File: src/rtl/cnu_minsum_serial_if.sv
// Handshake bundle between a VNU array and one serial min-sum check node:
// variable-to-check messages in, check-to-variable messages out.
interface cnu_minsum_serial_if #(
    parameter int W  = 8,
    parameter int DC = 6
);
    localparam int IW = $clog2(DC);

    logic          in_valid;
    logic          in_ready;
    logic [W-1:0]  in_msg;
    logic          out_valid;
    logic          out_ready;
    logic [W-1:0]  out_msg;
    logic [IW-1:0] out_idx;
    logic          parity;
    logic          cnu_over;

    modport master (
        output in_valid, in_msg, out_ready,
        input  in_ready, out_valid, out_msg, out_idx, parity, cnu_over
    );

    modport slave (
        input  in_valid, in_msg, out_ready,
        output in_ready, out_valid, out_msg, out_idx, parity, cnu_over
    );
endinterface

File: src/rtl/cnu_minsum_serial.sv
// Serial offset-min-sum check node: collects DC messages, then emits DC
// extrinsic replies in arrival order, one per output handshake.
module cnu_minsum_serial #(
    parameter int W      = 8,
    parameter int DC     = 6,
    parameter int OFFSET = 0
) (
    input  logic                   clk,
    input  logic                   rst,
    cnu_minsum_serial_if.slave     bus
);
    localparam int            IW        = $clog2(DC);
    localparam logic [W-2:0]  MAG_MAX   = {(W-1){1'b1}};
    localparam logic [W-2:0]  MAG_ZERO  = {(W-1){1'b0}};
    localparam logic [W-2:0]  MAG_ONE   = (W-1)'(1);
    localparam logic [W-2:0]  OFF_C     = (W-1)'(OFFSET);
    localparam logic [W-1:0]  WORD_ONE  = W'(1);
    localparam logic [W-1:0]  WORD_ZERO = W'(0);
    localparam logic [IW-1:0] IDX_ZERO  = IW'(0);
    localparam logic [IW-1:0] IDX_ONE   = IW'(1);
    localparam logic [IW-1:0] IDX_LAST  = IW'(DC - 1);
    localparam logic [DC-1:0] SIGNS_CLR = {DC{1'b0}};

    typedef enum logic [0:0] {
        COLLECT = 1'b0,
        EMIT    = 1'b1
    } state_t;

    // |msg| with the most negative code saturated to the largest magnitude
    function automatic logic [W-2:0] sat_mag(input logic [W-1:0] msg);
        logic [W-2:0] r;
        if (msg[W-1] == 1'b0) begin
            r = msg[W-2:0];
        end else if (msg[W-2:0] == MAG_ZERO) begin
            r = MAG_MAX;
        end else begin
            r = ~msg[W-2:0] + MAG_ONE;
        end
        return r;
    endfunction

    function automatic logic [W-1:0] c2v_msg(input logic [W-2:0] m, input logic neg);
        logic [W-2:0] mp;
        logic [W-1:0] r;
        if (m > OFF_C) begin
            mp = m - OFF_C;
        end else begin
            mp = MAG_ZERO;
        end
        r = {1'b0, mp};
        if (neg) begin
            r = ~r + WORD_ONE;
        end else begin
            r = {1'b0, mp};
        end
        return r;
    endfunction

    state_t        state_q, state_d;
    logic [IW-1:0] in_cnt_q, in_cnt_d;
    logic [W-2:0]  min1_q, min1_d;
    logic [W-2:0]  min2_q, min2_d;
    logic [IW-1:0] min1_idx_q, min1_idx_d;
    logic [DC-1:0] signs_q, signs_d;
    logic          sign_total_q, sign_total_d;
    logic          in_ready_q, in_ready_d;
    logic          out_valid_q, out_valid_d;
    logic [W-1:0]  out_msg_q, out_msg_d;
    logic [IW-1:0] out_idx_q, out_idx_d;
    logic          parity_q, parity_d;
    logic          cnu_over_q, cnu_over_d;

    logic          in_fire_s;
    logic          out_fire_s;
    logic [W-2:0]  in_mag_s;
    logic [IW-1:0] emit_sel_s;
    logic [W-2:0]  emit_mag_s;
    logic          emit_neg_s;
    logic [W-1:0]  emit_msg_s;

    // Reply for the edge about to be presented: idx 0 on entry, else the next one
    always_comb begin
        in_fire_s  = in_ready_q & bus.in_valid;
        out_fire_s = out_valid_q & bus.out_ready;
        in_mag_s   = sat_mag(bus.in_msg);
        if (out_valid_q) begin
            emit_sel_s = out_idx_q + IDX_ONE;
        end else begin
            emit_sel_s = IDX_ZERO;
        end
        if (emit_sel_s == min1_idx_q) begin
            emit_mag_s = min2_q;
        end else begin
            emit_mag_s = min1_q;
        end
        emit_neg_s = sign_total_q ^ signs_q[emit_sel_s];
        emit_msg_s = c2v_msg(emit_mag_s, emit_neg_s);
    end

    // Next-state and registered-output computation for the COLLECT/EMIT FSM
    always_comb begin
        state_d      = state_q;
        in_cnt_d     = in_cnt_q;
        min1_d       = min1_q;
        min2_d       = min2_q;
        min1_idx_d   = min1_idx_q;
        signs_d      = signs_q;
        sign_total_d = sign_total_q;
        in_ready_d   = in_ready_q;
        out_valid_d  = out_valid_q;
        out_msg_d    = out_msg_q;
        out_idx_d    = out_idx_q;
        parity_d     = parity_q;
        cnu_over_d   = 1'b0;
        case (state_q)
            COLLECT: begin
                if (in_fire_s) begin
                    signs_d[in_cnt_q] = bus.in_msg[W-1];
                    sign_total_d      = sign_total_q ^ bus.in_msg[W-1];
                    // Strict compares keep the first occurrence on ties
                    if (in_mag_s < min1_q) begin
                        min2_d     = min1_q;
                        min1_d     = in_mag_s;
                        min1_idx_d = in_cnt_q;
                    end else if (in_mag_s < min2_q) begin
                        min2_d = in_mag_s;
                    end else begin
                        min2_d = min2_q;
                    end
                    if (in_cnt_q == IDX_LAST) begin
                        state_d    = EMIT;
                        in_ready_d = 1'b0;
                        in_cnt_d   = IDX_ZERO;
                    end else begin
                        in_cnt_d = in_cnt_q + IDX_ONE;
                    end
                end else begin
                    in_cnt_d = in_cnt_q;
                end
            end
            EMIT: begin
                if (!out_valid_q) begin
                    out_valid_d = 1'b1;
                    out_idx_d   = emit_sel_s;
                    out_msg_d   = emit_msg_s;
                end else if (out_fire_s) begin
                    if (out_idx_q == IDX_LAST) begin
                        state_d      = COLLECT;
                        out_valid_d  = 1'b0;
                        in_ready_d   = 1'b1;
                        cnu_over_d   = 1'b1;
                        parity_d     = sign_total_q;
                        out_idx_d    = IDX_ZERO;
                        in_cnt_d     = IDX_ZERO;
                        min1_d       = MAG_MAX;
                        min2_d       = MAG_MAX;
                        min1_idx_d   = IDX_ZERO;
                        signs_d      = SIGNS_CLR;
                        sign_total_d = 1'b0;
                    end else begin
                        out_idx_d = emit_sel_s;
                        out_msg_d = emit_msg_s;
                    end
                end else begin
                    out_msg_d = out_msg_q;
                end
            end
            default: begin
                state_d = COLLECT;
            end
        endcase
    end

    // State register; reset discards any partial update
    always_ff @(posedge clk) begin
        if (rst) begin
            state_q      <= COLLECT;
            in_cnt_q     <= IDX_ZERO;
            min1_q       <= MAG_MAX;
            min2_q       <= MAG_MAX;
            min1_idx_q   <= IDX_ZERO;
            signs_q      <= SIGNS_CLR;
            sign_total_q <= 1'b0;
            in_ready_q   <= 1'b1;
            out_valid_q  <= 1'b0;
            out_msg_q    <= WORD_ZERO;
            out_idx_q    <= IDX_ZERO;
            parity_q     <= 1'b0;
            cnu_over_q   <= 1'b0;
        end else begin
            state_q      <= state_d;
            in_cnt_q     <= in_cnt_d;
            min1_q       <= min1_d;
            min2_q       <= min2_d;
            min1_idx_q   <= min1_idx_d;
            signs_q      <= signs_d;
            sign_total_q <= sign_total_d;
            in_ready_q   <= in_ready_d;
            out_valid_q  <= out_valid_d;
            out_msg_q    <= out_msg_d;
            out_idx_q    <= out_idx_d;
            parity_q     <= parity_d;
            cnu_over_q   <= cnu_over_d;
        end
    end

    assign bus.in_ready  = in_ready_q;
    assign bus.out_valid = out_valid_q;
    assign bus.out_msg   = out_msg_q;
    assign bus.out_idx   = out_idx_q;
    assign bus.parity    = parity_q;
    assign bus.cnu_over  = cnu_over_q;
endmodule

File: src/flat_wrapper.sv
// flat-port wrapper written by rule: the top's interface ports become plain ports
module cnu_minsum_serial_flat 
#(
    parameter int W      = 8,
    parameter int DC     = 6,
    parameter int OFFSET = 0
)
  (clk, rst, bus_in_valid, bus_in_msg, bus_out_ready, bus_in_ready, bus_out_valid, bus_out_msg, bus_out_idx, bus_parity, bus_cnu_over);
  cnu_minsum_serial_if #(.W(W), .DC(DC)) bus_i ();
  input  logic clk;
  input  logic rst;
  input wire logic [$bits(bus_i.in_valid)-1:0] bus_in_valid;
  input wire logic [$bits(bus_i.in_msg)-1:0] bus_in_msg;
  input wire logic [$bits(bus_i.out_ready)-1:0] bus_out_ready;
  output wire logic [$bits(bus_i.in_ready)-1:0] bus_in_ready;
  output wire logic [$bits(bus_i.out_valid)-1:0] bus_out_valid;
  output wire logic [$bits(bus_i.out_msg)-1:0] bus_out_msg;
  output wire logic [$bits(bus_i.out_idx)-1:0] bus_out_idx;
  output wire logic [$bits(bus_i.parity)-1:0] bus_parity;
  output wire logic [$bits(bus_i.cnu_over)-1:0] bus_cnu_over;
  assign bus_i.in_valid = bus_in_valid;
  assign bus_i.in_msg = bus_in_msg;
  assign bus_i.out_ready = bus_out_ready;
  assign bus_in_ready = bus_i.in_ready;
  assign bus_out_valid = bus_i.out_valid;
  assign bus_out_msg = bus_i.out_msg;
  assign bus_out_idx = bus_i.out_idx;
  assign bus_parity = bus_i.parity;
  assign bus_cnu_over = bus_i.cnu_over;
  cnu_minsum_serial #(.W(W), .DC(DC), .OFFSET(OFFSET)) u_core (.clk(clk), .rst(rst), .bus(bus_i));
endmodule
File: config.mk
export PLATFORM = sky130hd
export DESIGN_NAME = cnu_minsum_serial_flat
export DESIGN_NICKNAME = d
export VERILOG_FILES = /design/src/rtl/cnu_minsum_serial_if.sv /design/src/rtl/cnu_minsum_serial.sv /design/src/flat_wrapper.sv
export SDC_FILE = /design/constraint.sdc
export NUM_CORES = 1
export LEC_CHECK = 0
export ABC_AREA = 1
export CORE_MARGIN = 5
export CORE_UTILIZATION = 62
export CTS_BUF_LIST = sky130_fd_sc_hd__clkbuf_16
export CTS_CLUSTER_SIZE = 40
export DETAILED_ROUTE_END_ITERATION = 10
export GPL_ROUTABILITY_DRIVEN = 0
export PLACE_DENSITY = 0.91
export SETUP_SLACK_MARGIN = 0.5
export SYNTH_ARGS = -nofsm -noshare
export SYNTH_HDL_FRONTEND = slang
export SYNTH_SLANG_ARGS = --single-unit
File: constraint.sdc
create_clock -name clk -period 4.19 [get_ports clk]
set_clock_uncertainty 0.15 [all_clocks]
set_input_delay 0.419 -clock clk [delete_from_list [all_inputs] [get_ports clk]]
set_output_delay 0.419 -clock clk [all_outputs]
set_load 0.03 [all_outputs]
==> metrics list <==
- Clock buffers created by TritonCTS: 5
- Summed over all layers, the routed wires come to 6670 um.
* Fin. Hold Viols: 0
* Worst hold path stage count: 2
* Post-Syn Nets: around 430
- Nature of the critical path endpoint: register
* Seq cells post-synth: 43
- After legalization and detailed placement, the total HPWL measured 4890 um.
* Setup crit start kind: input pin
* Power per standard cell area: 374 nW/um^2
* Starting density of the core: between 60 and 70%
- TritonCTS built the clock tree.
- For this block, the initial DRC count from the detailed router was 221.
* Number of buffers inserted by port buffering: 26
- The tightest hold path in the finished design has a slack of ~0.31 ns.
- Residual antenna-violating net count after detailed routing: 0
- Die ar.: 6110 sq um
- Syn Inst Count: ~400
- Count of placed standard cells in the final layout, fillers left out: 481
* Highest attainable clock frequency: ~310 MHz
- Number of warnings reported in the yosys synthesis log: 0
* Worst-Margin Slew: 0.731 ns
- RSZ-0062 raised after global routing: false
* CP arrival: 3.30 ns
- Cell count after placement: 473
* Combined area of all synthesized cells: 2880 sq um
- The number of max-slew violations in the final report was 0.
- The number of antenna violations at the first check in global routing was 0.
- Summing all placed instances gives a cell area of 3140 sq um.
- Register-to-Register Path Depth: 20
* Drt first pass iters: 5
- Final cell utilization of the core: 74.5%
* Final Instance Area: 3310 sq um
- Summed over all cells, the static leakage comes to 1.51 nW.
- Final worst path period share: 77.3%
- Clock latency on the worst-skew pair, taken at its later pin, is slightly below 0.3 ns.
* Number of nets in the finished design: 457
* Cells resized by post-CTS repair: 0
* Clk slew on worst S/H paths: 0.06 ns
- Via-per-instance ratio: around 5.8
* Sequential-to-total area share from yosys stat: 29.9%
* Number of rows created at floorplan: 24
* Placeable Area: between 4000 and 5000 sq um
- In the synthesized netlist the async set-or-reset flop fraction comes to 0%.
- Dividing the detail-routed wire length by the instance count gives 13.9 um.
* Peak fanout along the critical path: 17
- Pin count of the biggest net entering global routing: 24
* Wire length of the first global-routing pass: 11200 um
* Start-to-end type of the worst setup path: input pin to register
- In the post-synthesis netlist, the cell with the most instances is nand2_1.
- Overall fraction of global-route tracks in use: 22.4%
- Across the VDD grid, the largest voltage drop is 0.000178 V.
- The filler cells instantiated in the layout total 337.
- Worst slew margin relative to its limit: ~51%
- Die extent in x: between 70 and 80 um
* Mean area per synthesized cell: a little over 7 sq um
- The clock drives 43 sinks.
- Buffers from clock root to sink, at most: 2
- Worst setup slack after layout: 0.951 ns
* Total inserted antenna cells: 0
- Post-synth top area share: 29.9%
- Vertical extent of the die: 78.1 um
- The flow ran to the end, and the final reports show no timing, DRC or antenna violations.
* Count of boundary I/O pins: 27
- For the worst setup path, the data required time is about 4.3 ns.
* Post-route setup TNS: 0 ns
* Maxcap violations: 0
- DRC violations left: 0
* H-tree depth: 2
- Prior to clock tree synthesis, the placed netlist has a worst setup slack of between 0.7 and 0.8 ns.
- Most used DFF post-synth: dfxtp_1
- Post CTS Setup Buffer Count: 0
- Layout cells sized above 1: 12.6%
- Top cell type by total area after synthesis: dfxtp_1
- Setup violations remaining at the end of the flow were counted as 0.
* Minimum clock period: between 3 and 4 ns
* Distinct cell type count of the synthesized netlist: 40
- Total overflow reported by the global router: 0
* Clock tree root buffer cell: clkbuf_16
* Via count of the routed design: 2801
- The design draws 1.24 mW.
- The via count of the first global-routing pass came to 2511.
* Worst hold path type: register to register
- The synthesized design contains 0 enable-type register cells.
* Synthesis-to-finish area growth: 15.0%
* Count of hold-fix buffers inserted at cts: 0
* Leading post-synthesis cells by cell area: dfxtp_1 (30%), nand2_1 (8.6%), ha_1 (7.4%)
- Sorting the synthesized cells by how often they occur yields nand2_1 (66), inv_1 (53), dfxtp_1 (43), a21oi_1 (35), nand3_1 (31).
-- logic make-up after synthesis --
group	count (synthesis)	share of synthesized area, %
buffers and inverters	72	10.5
XOR/XNOR	5	2.17
flip-flops	43	29.9
AO/OA/AOI/OAI	94	18.9
AND/OR/NAND/NOR	174	31.2
adder cells (fa/ha/maj)	17	7.39
-- critical path, cell delays in order --
cell	delay, ns
clkdlybuf4s50_1	0.50
inv_1	0.06
ha_1	0.23
nand2_2	0.12
nor2_4	0.05
nand3_1	0.10
nand3_1	0.18
ha_1	0.34
a21oi_1	0.15
nor2_1	0.06
a211oi_1	0.21
nand2_2	0.21
nand2_2	0.13
nand2_2	0.09
inv_2	0.21
o21ai_0	0.15
o211ai_1	0.10
-- cell usage in the layout, fill, tap and decap left out, types with 2 or more instances in the layout --
master / n
nor3_1: 7
a31oi_1: 2
a21oi_1: 35
nand3_4: 2
clkbuf_16: 5
o21ai_1: 9
inv_2: 6
buf_4: 2
ha_1: 17
clkdlybuf4s50_1: 26
nand2_4: 7
nand3b_1: 2
o21ai_0: 29
a211oi_1: 2
nor2_2: 2
nand3_1: 31
xor2_1: 3
nor2_1: 30
dfxtp_1: 43
o211ai_1: 10
nand2_1: 66
inv_1: 53
o21ai_2: 2
nand4_1: 4
nand2_2: 18
-- per-layer routing --
metal	share of wire, %	track usage [%]	vias to the layer above
li1	-	-	1386
met1	42	27.3	1261
met2	48	39.2	132
met3	7.2	3.20	22
met4	2.7	10.1	0
met5	0	0	-
-- final timing paths --
check,endpoint,slack [ns],from
worst max-delay path,u_core.min1_q[5],0.95,bus_in_msg[0]
worst min-delay path,u_core.min2_q[6],0.31,u_core.min2_q[6]
worst max register to register,u_core.bus.out_msg[5],1.31,u_core.bus.out_idx[1]
worst min register to register,u_core.min2_q[6],0.31,u_core.min2_q[6]
-- sequential cells by signal, indices dropped and copies added, names as in the netlist --
signal and cells:
u_core.bus.cnu_over 1, u_core.bus.out_msg 8, u_core.bus.out_valid 1, u_core.state_q 1
u_core.signs_q 6, u_core.bus.out_idx 3, u_core.sign_total_q 1, u_core.min1_q 7
u_core.bus.in_ready 1, u_core.in_cnt_q 3, u_core.bus.parity 1, u_core.min1_idx_q 3
u_core.min2_q 7
-- area by class of cell --
class	instances	area, sq um	area share [%]
Clock buffer	5	125	3.78
Multi-Input combinational cell	290	1720	51.8
Sequential cell	43	861	26.0
Tap cell	52	65.1	1.96
Clock inverter	3	43.8	1.32
Timing Repair Buffer	28	275	8.31
Inverter	60	225	6.80
-- where the power goes --
part           total (mW)  leakage [nW]  internal [mW]  switching (mW)
Combinational       0.331          1.07          0.120           0.210
Clock               0.445        0.0838          0.281           0.164
Sequential          0.463         0.352          0.440          0.0234
(Power assumes the default switching activity.)
